**src/rtl/display_scan_sched.sv**
```systemverilog
// Time-multiplexed scan scheduler for a shared common-anode seven-segment bus.
// Each digit owns one slot per frame; every slot opens with blank cycles, then PWM-lit cycles.
module display_scan_sched #(
  parameter int NDIGITS  = 2,
  parameter int SLOTBITS = 3,
  parameter int BLANKCYC = 1,
  localparam int IDXW    = (NDIGITS > 1) ? $clog2(NDIGITS) : 1
) (
  input  logic                   clk,
  input  logic                   reset_n,
  input  logic                   en,
  input  logic                   load,
  input  logic [4*NDIGITS-1:0]   digits_in,
  input  logic [SLOTBITS-1:0]    brightness,
  output logic [6:0]             seg,
  output logic [NDIGITS-1:0]     digit_en,
  output logic [IDXW-1:0]        slot_idx,
  output logic                   frame_start
);

  logic [SLOTBITS-1:0]  cnt;
  logic [IDXW-1:0]      idx;
  logic [4*NDIGITS-1:0] pend;
  logic                 pend_v;
  logic [4*NDIGITS-1:0] act;

  logic                 lit;
  logic [SLOTBITS:0]    lit_off;
  logic [3:0]           cur_digit;

  function automatic logic [6:0] hex7(input logic [3:0] v);
    logic [6:0] s;
    case (v)
      4'h0: s = 7'h40;
      4'h1: s = 7'h79;
      4'h2: s = 7'h24;
      4'h3: s = 7'h30;
      4'h4: s = 7'h19;
      4'h5: s = 7'h12;
      4'h6: s = 7'h02;
      4'h7: s = 7'h78;
      4'h8: s = 7'h00;
      4'h9: s = 7'h18;
      4'hA: s = 7'h08;
      4'hB: s = 7'h03;
      4'hC: s = 7'h27;
      4'hD: s = 7'h21;
      4'hE: s = 7'h06;
      default: s = 7'h0E;
    endcase
    return s;
  endfunction

  // Slot counter and digit index; both collapse to zero whenever scanning stops.
  always_ff @(posedge clk) begin
    if (!reset_n || !en) begin
      cnt <= '0;
      idx <= '0;
    end else begin
      cnt <= cnt + 1'b1;
      if (cnt == {SLOTBITS{1'b1}}) begin
        if (idx == IDXW'(NDIGITS - 1)) idx <= '0;
        else                           idx <= idx + 1'b1;
      end
    end
  end

  // Double buffer: a load landing on the frame boundary edge refills pend after the swap.
  always_ff @(posedge clk) begin
    if (!reset_n) begin
      pend   <= '0;
      pend_v <= 1'b0;
      act    <= '0;
    end else begin
      if (frame_start && pend_v) begin
        act    <= pend;
        pend_v <= 1'b0;
      end
      if (load) begin
        pend   <= digits_in;
        pend_v <= 1'b1;
      end
    end
  end

  always_comb begin
    lit_off     = {1'b0, cnt} - (SLOTBITS + 1)'(BLANKCYC);
    lit         = reset_n && en && (cnt >= SLOTBITS'(BLANKCYC)) &&
                  (lit_off < {1'b0, brightness});
    cur_digit   = act[4*idx +: 4];
    frame_start = reset_n && en && (cnt == '0) && (idx == '0);
    slot_idx    = idx;
    digit_en    = '0;
    seg         = 7'h7F;
    if (lit) begin
      digit_en = NDIGITS'(1) << idx;
      seg      = hex7(cur_digit);
    end
  end

endmodule
```
**config.mk**
```make
export PLATFORM = sky130hd
export DESIGN_NAME = display_scan_sched
export DESIGN_NICKNAME = d
export VERILOG_FILES = /design/src/rtl/display_scan_sched.sv
export SDC_FILE = /design/constraint.sdc
export NUM_CORES = 1
export LEC_CHECK = 0
export BUFFER_PORTS_ARGS = -buffer_cell sky130_fd_sc_hd__clkbuf_2
export CAP_MARGIN = 10
export CORE_UTILIZATION = 50
export CTS_BUF_LIST = sky130_fd_sc_hd__clkbuf_4 sky130_fd_sc_hd__clkbuf_8
export DETAILED_ROUTE_END_ITERATION = 8
export PLACE_DENSITY = 0.77
export SYNTH_ARGS = -nofsm -noshare
export SYNTH_HDL_FRONTEND = slang
export SYNTH_SLANG_ARGS = --single-unit
```
**constraint.sdc**
```tcl
create_clock -name clk -period 1.8 [get_ports clk]
set_input_delay 0 -clock clk [delete_from_list [all_inputs] [get_ports clk]]
set_output_delay 0 -clock clk [all_outputs]
set_load 0.02 [all_outputs]
```
==> out/metrics.cfg <==
[min_path]
hold_end = pend_v
min_path_cells = 3
hold_class = primary input to flop
hold_start = load

[die]
dieArea_um2 = 2707
pin_count = 26
die-width_um = 52.03
core_um2 = 2276
die_h_um = 52.03
initial_core_util_pct = 54.98
fp-row-count = 17

[setup_path]
rr_startpoint = slot_idx
r2r-end = act[0]
crit_path_max_fanout = 4
start_kind = flop
reg2reg_depth = 5
end_kind = primary output
worstSetupPathType = flop to primary output
ff2ff_setup_slack_ns = 0.30
worstPathRequired_ns = 1.80
worstPathArrival_ns = 2.11

[global_routing]
grt-ovfl-total = 0
grt_use_total_pct = 23.80
antenna_found_initial = 0
grt_max_degree = 21
grt_pass1_vias = 1118
grt_pass1_wl_mm = 4.754

[place]
dp.final_hpwl_mm = 1.814
place_congestion = 0.7525
post-place-ws_ns = -0.08878
place_area_um2 = 1509
io_buffers = 25

[final_layout]
fillers = 159
diodes = 0
final_cell_mix = 19 x nor2b_1, 18 x dfxtp_1, 17 x mux2i_1, 16 x clkbuf_2, 15 x buf_4
area_growth_pct = 46.20
postLayoutCellArea_um2 = 1829
final_common_cell = nor2b_1
nNetsFinal = 206
drive_gt1_share_pct = 39.55

[sta]
rsz0062_at_grt = yes
drv_slew = 0
worst_slew_pin_slew_ns = 0.3505
fin_tns_setup_ns = -2.482
hold_violations = 0
setup_viol = 9
fmax_mhz = 474.8
skew_ns = 0.002040
setup_ws_ns = -0.3063
maxSlewHeadroom_pct = 76.58
fin_crit_ns = 2.106
min_period_over_period_pct = 117.0

[detailed_routing]
dr.first_iter.drc_count = 24
ant_nets = 0
first_pass_iters = 4
vias_per_cell = 5.302
drt-wirelength-per-cell_um = 13.68
wl_mm = 2.805
drc = 0
vias = 1087

[clocking]
clock-sinks = 21
cts_root_buf = clkbuf_4
cts_buffers = 3
path_clk_slew_ns = 0.11
cts.path.max_buffers = 2
htree_levels = 1
cts_tree = done
insertion_delay_ns = 0.29

[logic_synthesis]
synth-seq-cells = 21
synth.net_count = 158
avgSynthCellArea_um2 = 9.625
synthCells = 130
netlist_area_um2 = 1251
yosysWarnings = 0
synth-seq-area-share_pct = 33.60
synth_cell_types = 29

[pwr]
powerDensity_nw_per_um2 = 487.8
p_total_uw = 892.4
irDropWorstVdd_v = 0.0005516
leakagePower_nw = 0.8402

[run_status]
violations = setup timing
status = finished with violations

[flow_run]
maxCapViolCount = 0

how the worst max path moves through the flow:
stage	from	endpoint	slack, ns	cells after the start
2_1_floorplan	cnt[0]	seg[1]	-0.01	8
3_3_place_gp	cnt[1]	seg[0]	0.009	10
3_5_place_dp	cnt[1]	seg[0]	-0.09	10
4_1_cts	cnt[1]	seg[4]	-0.35	9
5_1_grt	cnt[1]	seg[4]	-0.36	9
6_report	cnt[1]	seg[4]	-0.31	9
kinds of logic after synthesis:
family	Yosys count	share of synthesized area, %
adder cells (fa/ha/maj)	13	13.00
AND/OR/NAND/NOR	43	19.10
flip-flops	21	33.60
multiplexers	22	19.70
XOR/XNOR	1	0.7001
buffers and inverters	16	5.700
AO/OA/AOI/OAI	14	8.200
Yosys cell counts:
cell type  count  share of area, %
nor2b_1       20                10
clkbuf_2       1              0.40
nand3_1        3               1.2
and2_1         2               1.0
dfxtp_1       21                34
o311ai_0       1              0.70
a21oi_1        2              0.80
mux2i_1       19                15
a211oi_1       2               1.2
o311a_2        1              0.90
o221ai_1       2               1.4
nand2_1        8               2.4
nor2_1         5               1.5
buf_2          2              0.80
clkbuf_1       2              0.60
mux2i_4        1               1.8
o211ai_1       1              0.60
nand4_2        1               1.0
mux2_2         1              0.90
inv_1         10               3.0
a21boi_0       1              0.60
and3_1         1              0.50
xnor2_1        1              0.70
o21ai_0        3               1.2
nand2b_1       3               1.5
a32o_1         1              0.80
buf_6          1              0.90
mux4_2         1               1.8
ha_1          13                13
cell type report:
type | instances | area [µm²] | area share (%)
sequential | 21 | 426.7 | 23.32
timing repair buffer | 48 | 372.9 | 20.38
tap | 28 | 35.03 | 1.915
multi-input combinational | 94 | 924.6 | 50.55
clock buffer | 4 | 30.03 | 1.642
inverter | 10 | 40.04 | 2.189
worst max-delay path: stages (launching register included):
cell	delay, ns
dfxtp_2	0.37
inv_4	0.06
ha_4	0.16
ha_4	0.26
inv_2	0.04
ha_4	0.15
a211oi_4	0.20
o311a_1	0.29
o211ai_1	0.12
buf_4	0.17
sequential cells by signal, indices dropped and copies added, names as in the netlist:
name and flops:
act 8, cnt 3, pend 8, pend_v 1, slot_idx 1
metrics by stage:
stage | hold slack, ns | std cells | util (%)
3_3_place_gp | 0.2573 | 189 | 66.30
4_1_cts | 0.1420 | 204 | 78.67
5_1_grt | 0.1526 | 205 | 80.37
2_1_floorplan | 0.1525 | 130 | -
6_report | 0.1530 | 205 | 80.37
3_5_place_dp | 0.2650 | 189 | 66.30
repair_timing:
action | 4_1_cts | 5_1_grt
endpoints found under the setup margin | 9 | 9
gates resized for setup | 31 | 14
gates cloned | 1 | 0
pin swaps | 10 | 7
setup buffers | 1 | 1
endpoints found under the hold margin | 9 | 0
hold buffers | 9 | 0
where the power goes:
| part | internal [mW] | total, mW | switching [mW] |
|---|---|---|---|
| sequential | 0.480 | 0.490 | 0.0103 |
| clock | 0.101 | 0.227 | 0.126 |
| combinational | 0.0944 | 0.175 | 0.0808 |
per-layer routing:
| layer | global-route usage (%) | up-vias | share of wire (%) |
|---|---|---|---|
| met2 | 45.09 | 36 | 53 |
| met3 | 2.632 | 6 | 3.0 |
| li1 | - | 539 | - |
| met5 | 0 | - | 0 |
| met1 | 26.80 | 506 | 42 |
| met4 | 8.559 | 0 | 1.4 |
(Power assumes the default switching activity.)
